### src/rtl/hqvga_pkg.sv
// Shared constants and fetch-state encoding for the HQVGA line scheduler
// and the line-buffer reader on the HDMI side.
package hqvga_pkg;

  localparam int SRC_W          = 160;
  localparam int SRC_H          = 120;
  localparam int SCALE          = 6;
  localparam int ADDR_W_DEFAULT = 15;

  localparam int X_W     = 8;
  localparam int REP_W   = 3;
  localparam int SRC_Y_W = $clog2(SRC_H + 1);

  typedef enum logic [1:0] {
    IDLE  = 2'd0,
    FETCH = 2'd1,
    DONE  = 2'd2
  } fetch_state_t;

endpackage

### src/rtl/hqvga_row_fetch.sv
// Reads one source row over the req/ack port and streams it into the
// write side of the ping-pong line buffer, one pixel per accepted ack.
module hqvga_row_fetch
  import hqvga_pkg::*;
#(
  parameter int ADDR_W = ADDR_W_DEFAULT
) (
  input  logic              clk,
  input  logic              rst,
  input  logic              start,
  input  logic              abort,
  input  logic [ADDR_W-1:0] start_addr,
  input  logic              wr_bank,
  input  logic              mem_ack,
  input  logic [7:0]        mem_rdata,
  output logic              mem_req,
  output logic [ADDR_W-1:0] mem_addr,
  output logic              lb_we,
  output logic [8:0]        lb_waddr,
  output logic [7:0]        lb_wdata,
  output logic              last_ack
);

  logic [X_W-1:0] x;
  logic           ack_ok;

  // Acks outside an open request are ignored entirely.
  assign ack_ok   = mem_ack & mem_req;
  assign last_ack = ack_ok && (x == X_W'(SRC_W - 1));

  // An ack in the same cycle as an abort is still written; start beats abort.
  always_ff @(posedge clk or posedge rst) begin
    if (rst) begin
      mem_req  <= 1'b0;
      mem_addr <= '0;
      x        <= '0;
      lb_we    <= 1'b0;
      lb_waddr <= '0;
      lb_wdata <= '0;
    end else begin
      lb_we <= ack_ok;
      if (ack_ok) begin
        lb_waddr <= {wr_bank, x};
        lb_wdata <= mem_rdata;
      end
      if (start) begin
        mem_req  <= 1'b1;
        mem_addr <= start_addr;
        x        <= '0;
      end else if (abort) begin
        mem_req <= 1'b0;
        x       <= '0;
      end else if (ack_ok) begin
        x        <= x + X_W'(1);
        mem_addr <= mem_addr + ADDR_W'(1);
        if (last_ack) begin
          mem_req <= 1'b0;
        end
      end
    end
  end

endmodule

### src/rtl/hqvga_line_scheduler.sv
// Schedules one framebuffer row fetch every SCALE output lines and swaps
// the ping-pong line-buffer banks at line starts once a fetch has finished.
module hqvga_line_scheduler
  import hqvga_pkg::*;
#(
  parameter int ADDR_W = ADDR_W_DEFAULT
) (
  input  logic              I_clk,
  input  logic              I_rst,
  input  logic              I_frame_start,
  input  logic              I_line_start,
  input  logic              I_next_active,
  output logic              O_mem_req,
  output logic [ADDR_W-1:0] O_mem_addr,
  input  logic              I_mem_ack,
  input  logic [7:0]        I_mem_rdata,
  output logic              O_lb_we,
  output logic [8:0]        O_lb_waddr,
  output logic [7:0]        O_lb_wdata,
  output logic              O_rd_bank,
  output logic              O_busy,
  output logic              O_underrun
);

  fetch_state_t       state;
  fetch_state_t       state_next;
  logic [SRC_Y_W-1:0] src_y;
  logic [REP_W-1:0]   rep_cnt;
  logic [ADDR_W-1:0]  row_base;
  logic               wr_bank;
  logic               fetch_start;
  logic               fetch_abort;
  logic               do_swap;
  logic               do_underrun;
  logic               last_ack;
  logic               rep_wrap;

  assign rep_wrap = (rep_cnt == REP_W'(SCALE - 1));
  assign O_busy   = (state == FETCH);

  always_ff @(posedge I_clk or posedge I_rst) begin
    if (I_rst) begin
      state <= IDLE;
    end else begin
      state <= state_next;
    end
  end

  // Frame start dominates; a line start resolves swap/underrun before scheduling.
  always_comb begin
    state_next  = state;
    fetch_start = 1'b0;
    fetch_abort = 1'b0;
    do_swap     = 1'b0;
    do_underrun = 1'b0;
    if (I_frame_start) begin
      state_next  = IDLE;
      fetch_abort = 1'b1;
    end else if (I_line_start) begin
      do_swap     = (state == DONE);
      do_underrun = (state == FETCH);
      fetch_abort = (state == FETCH);
      fetch_start = I_next_active && (rep_cnt == '0) &&
                    (src_y < SRC_Y_W'(SRC_H));
      state_next  = fetch_start ? FETCH : IDLE;
    end else if ((state == FETCH) && last_ack) begin
      state_next = DONE;
    end
  end

  // row_base accumulates by SRC_W so no multiplier is needed for src_y*SRC_W.
  always_ff @(posedge I_clk or posedge I_rst) begin
    if (I_rst) begin
      src_y      <= '0;
      rep_cnt    <= '0;
      row_base   <= '0;
      wr_bank    <= 1'b1;
      O_rd_bank  <= 1'b0;
      O_underrun <= 1'b0;
    end else begin
      O_underrun <= do_underrun;
      if (do_swap) begin
        O_rd_bank <= wr_bank;
        wr_bank   <= ~wr_bank;
      end
      if (I_frame_start) begin
        src_y    <= '0;
        rep_cnt  <= '0;
        row_base <= '0;
      end else if (I_line_start && I_next_active) begin
        rep_cnt <= rep_wrap ? '0 : rep_cnt + REP_W'(1);
        if (rep_wrap && (src_y < SRC_Y_W'(SRC_H))) begin
          src_y    <= src_y + SRC_Y_W'(1);
          row_base <= row_base + ADDR_W'(SRC_W);
        end
      end
    end
  end

  hqvga_row_fetch #(
    .ADDR_W(ADDR_W)
  ) u_row_fetch (
    .clk       (I_clk),
    .rst       (I_rst),
    .start     (fetch_start),
    .abort     (fetch_abort),
    .start_addr(row_base),
    .wr_bank   (wr_bank),
    .mem_ack   (I_mem_ack),
    .mem_rdata (I_mem_rdata),
    .mem_req   (O_mem_req),
    .mem_addr  (O_mem_addr),
    .lb_we     (O_lb_we),
    .lb_waddr  (O_lb_waddr),
    .lb_wdata  (O_lb_wdata),
    .last_ack  (last_ack)
  );

endmodule

### config.mk
export PLATFORM = sky130hd
export DESIGN_NAME = hqvga_line_scheduler
export DESIGN_NICKNAME = d
export VERILOG_FILES = /design/src/rtl/hqvga_pkg.sv /design/src/rtl/hqvga_row_fetch.sv /design/src/rtl/hqvga_line_scheduler.sv
export SDC_FILE = /design/constraint.sdc
export NUM_CORES = 1
export LEC_CHECK = 0
export BUFFER_PORTS_ARGS = -buffer_cell sky130_fd_sc_hd__buf_4
export CORE_UTILIZATION = 56
export CTS_BUF_LIST = sky130_fd_sc_hd__clkbuf_16
export DETAILED_ROUTE_END_ITERATION = 12
export PLACE_DENSITY = 0.79
export SETUP_SLACK_MARGIN = 0.2
export SLEW_MARGIN = 20
export SYNTH_ARGS = -nofsm -noshare
export SYNTH_HDL_FRONTEND = slang
export SYNTH_HIERARCHICAL = 1
export SYNTH_SLANG_ARGS = --single-unit
export TNS_END_PERCENT = 20
### constraint.sdc
create_clock -name I_clk -period 2.06 [get_ports I_clk]
set_input_delay 0.206 -clock I_clk [delete_from_list [all_inputs] [get_ports I_clk]]
set_output_delay 0.206 -clock I_clk [all_outputs]
set_load 0.02 [all_outputs]
==> results.py, run 1 <==
metrics = {
    "status": {
        "status": "completed",
    },
    "pwr": {
        "clockPowerShare_pct": 43.3,
        "p_int_w": 0.00272,
        "p_per_area_mw_per_mm2": 906,
        "seqPwrFrac_pct": 41.3,
        "p_sw_w": 0.000950,
        "total_power_w": 0.00367,
        "combPwrFrac_pct": 15.5,
        "swShare_pct": 25.9,
        "vdd_drop_max_mv": 0.642,
        "p_leak_nw": 1.83,
    },
    "synth": {
        "synthDominantCellAreaShare_pct": 51.8,
        "synthTopCellsByArea": "dfrtp_1, mux2_2, xnor2_1",
        "seq_area_frac_synth_pct": 52.6,
        "synth.largest_area_cell": "dfrtp_1",
        "syn_inst": 302,
        "synth_edf_count": 0,
        "yosys_most_used_dff": "dfrtp_1",
        "avgSynthCellArea_um2": 10.6,
        "yosysMostFrequentCell": "dfrtp_1",
        "ys_warn_count": 6,
        "synth_cell_types": 46,
        "yosys_register_bits": 67,
        "syn-cell-area_mm2": 0.00319,
        "async_flop_share_pct": 100,
        "synth_commonest_cells": "dfrtp_1, nand2_1, nor2_1, xnor2_1, o21ai_0",
    },
    "final_layout": {
        "diodes": 0,
        "seq_area_mm2": 0.00168,
        "final_nets": 384,
        "syn_to_final_growth_pct": 27.0,
        "drive_gt1_share_pct": 28.0,
        "multi_input_area_mm2": 0.00148,
        "num-fill-cells": 391,
        "fin_util_pct": 73.6,
    },
    "floorplan": {
        "coreArea_mm2": 0.00551,
        "die_w_um": 77.5,
        "rows": 27,
        "dieArea_mm2": 0.00600,
        "start_util_pct": 57.9,
        "io_pins": 51,
        "die_y_um": 77.5,
    },
    "timing": {
        "rsz0062_at_grt": "true",
        "finalSetupViolations": 0,
        "hold_viol": 0,
        "fin_setup_tns_ps": 0,
        "post-route-period-util_pct": 89.5,
        "finalHoldWorstSlack_ps": 110,
        "slew_viol_final": 0,
        "fin_ws_ps": 216,
        "fin_skew_ps": 6.48,
        "worstMarginPinSlew_ps": 509,
        "relSlewSlack_pct": 65.8,
        "fmax_mhz": 542,
        "fin_crit_ps": 1840,
    },
    "critical_path": {
        "worstSetupPathType": "reg2reg",
        "path_max_fanout": 3,
        "crit_start": "state[0]",
        "cp-end-kind": "flop",
        "critPathMaxStageDelay_ps": 380,
        "cp_data_arrival_time_ps": 2090,
        "start_kind": "flop",
        "cpMaxStageDelayCell": "dfrtp_1",
        "r2r_start": "state[0]",
        "cp_cell_sequence": "nor2b_4 -> a21o_1 -> nand4b_4 -> or3_4 -> or3_1 -> a31oi_1",
        "crit_required_ps": 2300,
    },
    "global_route": {
        "grt_overflow_total": 0,
        "grtUsageTotal_pct": 24.6,
        "antenna_found_initial": 0,
        "grt_max_degree": 34,
        "grt_pass1_vias": 2402,
        "grt_pass1_wl_um": 11200,
    },
    "clocking": {
        "clk_latency_ps": 330,
        "cts.clk_slew.worst_paths_ps": 60,
        "htreeDepth": 3,
        "cts_tree": "built",
        "clockBufferDepth": 2,
        "numCtsBuffers": 9,
        "cts-root-buf": "clkbuf_16",
        "cts_num_sinks": 67,
    },
    "placed_design": {
        "place_ws_ps": 151,
        "io_buffer_count": 50,
        "hpwlAfterDp_um": 4460,
        "gp_congestion": 0.809,
    },
    "routing": {
        "wl_per_cell_um": 15.4,
        "wl_met2_um": 3440,
        "route.vias.total": 2485,
        "drc": 0,
        "drt-met1-wl_um": 2960,
        "top_layer": "met4",
        "wl_um": 6810,
        "viasPerCell": 5.61,
        "drtIter0Drc": 176,
        "wl_met3_um": 324,
        "drt_first_pass_iters": 4,
        "drtAntennaViolNets": 0,
    },
    "flow_run": {
        "cap_violations": 0,
    },
    "hold_path": {
        "hold_class": "in2reg",
        "min_from": "I_mem_rdata[1]",
    },
}
-- cell usage in the layout, fill, tap and decap left out, drive strengths merged, types with 2 or more instances in the layout --
cell type / synthesis / final
dfrtp: 66 / 66
buf: 3 / 59
nand2: 28 / 28
nor2: 26 / 26
xnor2: 23 / 23
o21ai: 21 / 21
mux2: 18 / 18
nor3: 14 / 14
a21oi: 13 / 13
inv: 8 / 10
nand3: 10 / 10
nand4: 10 / 10
clkbuf: 8 / 9
xor2: 7 / 7
or3: 6 / 6
nor4: 5 / 5
conb: 1 / 5
ha: 4 / 4
o31ai: 3 / 3
nand2b: 3 / 3
clkinv: 0 / 3
nand3b: 2 / 2
or4: 2 / 2
nor3b: 2 / 2
bufinv: 0 / 2
nand4b: 2 / 2
a31oi: 2 / 2
nor2b: 2 / 2
-- critical path: cells and delay by family, from the launching register on --
family | cells | cell delay, ps
compound gates | 2 | 330
flops | 1 | 380
simple gates | 4 | 1060
-- path summary, 6_finish.rpt --
path                                            end  slack (ps)  cells past startpoint
min                         u_row_fetch/lb_wdata[1]         110                      2
min reg2reg                 u_row_fetch/lb_waddr[2]         500                      1
max reg2reg                u_row_fetch/mem_addr[13]         220                      6
max                        u_row_fetch/mem_addr[13]         220                      6
max in group asynchronous  u_row_fetch/mem_addr[14]        1100                      4
min in group asynchronous         u_row_fetch/lb_we         450                      3
-- power by group through the flow --
stage / clock, W / sequential, W / combinational (W)
final: 0.00159 / 0.00151 / 0.000568
after CTS: 0.00160 / 0.00151 / 0.000559
after global placement: 0 / 0.00153 / 0.000539
after detailed placement: 0 / 0.00154 / 0.000549
after global routing: 0.00166 / 0.00154 / 0.000609
after floorplan: 0 / 0.00164 / 0.000202
-- cell type report --
class	instances	share of cell area, %
flip-flops and latches	67	41.4
multi-input cells	220	36.4
repair buffers	60	11.5
clock buffers	9	5.56
well taps	72	2.22
clock inverters	7	2.13
inverters	8	0.741
-- through the flow --
stage,area (µm²),instances
final,4050,443
after global routing,4050,443
after CTS,4020,441
after detailed placement,3680,422
after global placement,3680,422
after floorplan,3210,306
-- repair_timing --
item | 4_1_cts | 5_1_grt
endpoints found under the hold margin | 33 | 0
gates resized for setup | 0 | 3
pin swaps | 2 | 1
setup endpoints to repair | 2 | 5
hold buffers | 1 | 0
setup buffers | 2 | 2
-- registers in the layout, summed over array words and instances, names as in the netlist --
name	count
O_rd_bank	1
u_row_fetch/mem_addr	15
O_underrun	1
u_row_fetch/lb_waddr	9
state	2
u_row_fetch/lb_wdata	8
u_row_fetch/lb_we	1
u_row_fetch/mem_req	1
row_base	10
u_row_fetch/x	8
rep_cnt	3
wr_bank	1
src_y	7
-- metal layers --
metal	global-route usage [%]	vias to the layer above
met5	0	-
met4	9.62	0
met3	5.65	8
met2	40.0	65
met1	31.9	1219
li1	-	1193
-- cells by family (layout without fill, tap and decap cells) --
logic type | after synthesis | count (layout) | synth area share (%)
xor gates and xnor gates | 30 | 30 | 8.24
other | 1 | 5 | 0.118
adders and majority gates | 4 | 4 | 1.57
AOI/OAI and AO/OA | 44 | 44 | 8.04
and+or+nand+nor | 118 | 118 | 20.4
buffers and inverters | 19 | 84 | 2.43
DFF | 67 | 67 | 52.6
muxes | 19 | 19 | 6.67
Note: power is estimated with default switching activity, not from simulation.
==> run 2: changes to the inputs <==
--- a/config.mk
+++ b/config.mk
@@ -5,10 +5,12 @@
 export SDC_FILE = /design/constraint.sdc
 export NUM_CORES = 1
 export LEC_CHECK = 0
+export ABC_AREA = 1
 export BUFFER_PORTS_ARGS = -buffer_cell sky130_fd_sc_hd__buf_4
-export CORE_UTILIZATION = 56
+export CORE_UTILIZATION = 57
 export CTS_BUF_LIST = sky130_fd_sc_hd__clkbuf_16
 export DETAILED_ROUTE_END_ITERATION = 12
+export MAX_ROUTING_LAYER = met4
 export PLACE_DENSITY = 0.79
 export SETUP_SLACK_MARGIN = 0.2
 export SLEW_MARGIN = 20
==> results.py, run 2 <==
metrics = {
    "status": {
        "status": "completed",
    },
    "floorplan": {
        "rows": 28,
        "dieArea_mm2": 0.00658,
        "coreArea_mm2": 0.00599,
        "die_w_um": 81.1,
        "start_util_pct": 59.5,
        "io_pins": 51,
        "die_y_um": 81.1,
    },
    "final_layout": {
        "largest_reg_flops": 15,
        "drive_gt1_share_pct": 18.0,
        "final_nets": 548,
        "fin_util_pct": 72.4,
        "num-fill-cells": 471,
        "layout_commonest_cell": "nand2_1",
        "multi_input_area_mm2": 0.00164,
        "syn_to_final_growth_pct": 21.5,
        "final_cell_mix": "nand2_1, dfrtp_1, buf_4, nor2_1, inv_1",
        "reg.largest.list": "u_row_fetch/mem_addr (15), row_base (10), u_row_fetch/lb_waddr (9)",
        "largest-register": "u_row_fetch/mem_addr",
        "diodes": 0,
        "seq_area_mm2": 0.00168,
    },
    "pwr": {
        "combPwrFrac_pct": 24.4,
        "p_int_w": 0.00279,
        "p_leak_nw": 2.28,
        "seqPwrFrac_pct": 40.7,
        "clockPowerShare_pct": 34.9,
        "vdd_drop_max_mv": 0.619,
        "p_per_area_mw_per_mm2": 941,
        "p_sw_w": 0.00129,
        "swShare_pct": 31.7,
    },
    "global_route": {
        "grtUsageTotal_pct": 28.0,
        "grt_overflow_total": 0,
        "antenna_found_initial": 0,
        "grt_pass1_vias": 3085,
        "grt_pass1_wl_um": 13500,
        "grt_max_degree": 36,
    },
    "clocking": {
        "cts_num_sinks": 67,
        "clockBufferDepth": 2,
        "cts.clk_slew.worst_paths_ps": 50,
        "cts-root-buf": "clkbuf_16",
        "cts_tree": "built",
        "htreeDepth": 3,
        "numCtsBuffers": 9,
        "clk_latency_ps": 330,
    },
    "placed_design": {
        "gp_congestion": 0.877,
        "hpwlAfterDp_um": 5660,
        "io_buffer_count": 50,
    },
    "synth": {
        "async_flop_share_pct": 100,
        "yosysMostFrequentCell": "nand2_1",
        "ys_warn_count": 6,
        "synth_cell_types": 36,
        "avgSynthCellArea_um2": 7.65,
        "synth.largest_area_cell": "dfrtp_1",
        "syn-cell-area_mm2": 0.00357,
        "yosys_register_bits": 67,
        "syn_inst": 466,
        "synthTopCellsByArea": "dfrtp_1, nand2_1, nor2_1",
        "synth_commonest_cells": "nand2_1, dfrtp_1, nor2_1, inv_1, nand3_1",
        "synthDominantCellAreaShare_pct": 46.3,
        "yosys_most_used_dff": "dfrtp_1",
        "seq_area_frac_synth_pct": 47.0,
        "synth_edf_count": 0,
    },
    "timing": {
        "fin_setup_tns_ps": 0,
        "finalHoldWorstSlack_ps": 77.0,
        "worstMarginPinSlew_ps": 500,
        "relSlewSlack_pct": 66.7,
        "rsz0062_at_grt": "false",
        "finalSetupViolations": 0,
        "fin_skew_ps": 4.15,
        "hold_viol": 0,
        "fmax_mhz": 578,
        "fin_crit_ps": 1730,
        "slew_viol_final": 0,
        "post-route-period-util_pct": 84.0,
    },
    "critical_path": {
        "cp-end-kind": "flop",
        "crit_required_ps": 2300,
        "start_kind": "flop",
        "path_max_fanout": 20,
        "worstSetupPathType": "reg2reg",
        "cp_data_arrival_time_ps": 1970,
    },
    "routing": {
        "wl_per_cell_um": 13.4,
        "drtAntennaViolNets": 0,
        "drtIter0Drc": 279,
        "drc": 0,
        "viasPerCell": 5.39,
        "drt_first_pass_iters": 5,
        "route.vias.total": 3277,
        "wl_um": 8140,
    },
    "flow_run": {
        "cap_violations": 0,
    },
    "hold_path": {
        "hold_class": "in2reg",
    },
}
==> run 2: cell types whose count changed after synthesis, sizes merged, moves of 5 or more <==
cell	delta
nand2	+125
nor2	+32
nor4	-5
nand4	+7
or3	-6
buf	+8
inv	+41
clkbuf	-7
nand3	+28
o21ai	+10
xnor2	-19
a21oi	-5
nor3	-7
mux2	-17
==> run 2: repair_timing <==
| action | CTS | global route |
|---|---|---|
| buffers inserted | 0 | 1 |
| hold buffers | 1 | 0 |
| hold endpoints to repair | 31 | 0 |
| resized for setup | 0 | 4 |
| setup endpoints to repair | 0 | 9 |
==> run 2: cell type report <==
type | instances | share of cell area, %
flip-flops and latches | 67 | 38.7
multi-input cells | 341 | 37.8
repair buffers | 61 | 10.6
clock buffers | 9 | 5.19
inverters | 50 | 4.44
well taps | 75 | 2.16
clock inverters | 5 | 1.10
==> run 2: kinds of logic (layout without fill, tap and decap cells) <==
kind of cell | count (synthesis) | after routing | synth area share (%)
other cells | 1 | 5 | 0.105
buf+inv | 62 | 125 | 7.47
xor+xnor | 7 | 7 | 1.72
compound gates | 49 | 49 | 7.79
mux | 1 | 1 | 0.316
flops | 67 | 67 | 47.0
simple gates | 275 | 275 | 34.2
fa+ha+maj | 4 | 4 | 1.40
==> run 2: power by group through the flow <==
stage          sequential (W)  clock (W)  combinational (W)
2_1_floorplan         0.00184          0           0.000425
3_3_place_gp          0.00167          0           0.000958
3_5_place_dp          0.00168          0           0.000988
4_1_cts               0.00166    0.00144           0.000998
5_1_grt               0.00168    0.00150            0.00110
6_report              0.00166    0.00142           0.000997
==> run 2: critical path, stage by stage, from the launching register on <==
cell,delay [ps]
dfrtp_1,380
or2_2,310
nor3_1,120
o21ai_1,130
inv_2,130
nor2_1,60
buf_4,200
inv_4,90
nor2_1,50
a211oi_2,160
==> run 2: metal layers <==
layer / vias up / global-route usage, % / part of all wire [%]
met4: 0 / 10.9 / 1.5
met3: 14 / 4.49 / 5.2
met2: 110 / 44.8 / 49
li1: 1627 / - / -
met5: - / - / 0
met1: 1526 / 35.6 / 45
==> run 2: path summary, 6_finish.rpt <==
kind	cells after the start	startpoint	slack, ps	endpoint
min in group asynchronous	3	I_rst	410	u_row_fetch/lb_waddr[6]
worst min-delay path	3	I_mem_rdata[5]	80	u_row_fetch/lb_wdata[5]
worst min register to register	2	u_row_fetch/lb_waddr[4]	480	u_row_fetch/lb_waddr[4]
worst max-delay path	9	rep_cnt[2]	330	u_row_fetch/mem_addr[0]
max in group asynchronous	4	I_rst	900	u_row_fetch/lb_waddr[8]
worst max register to register	9	rep_cnt[2]	330	u_row_fetch/mem_addr[0]
==> run 2: metrics by stage <==
step	setup WS [ps]	instances	cell area (µm²)	total power (W)
floorplan	448	470	3580	0.00226
global placement	345	592	4040	0.00263
detailed placement	298	592	4040	0.00267
CTS	265	607	4330	0.00410
global route	227	608	4340	0.00428
finish	329	608	4340	0.00408
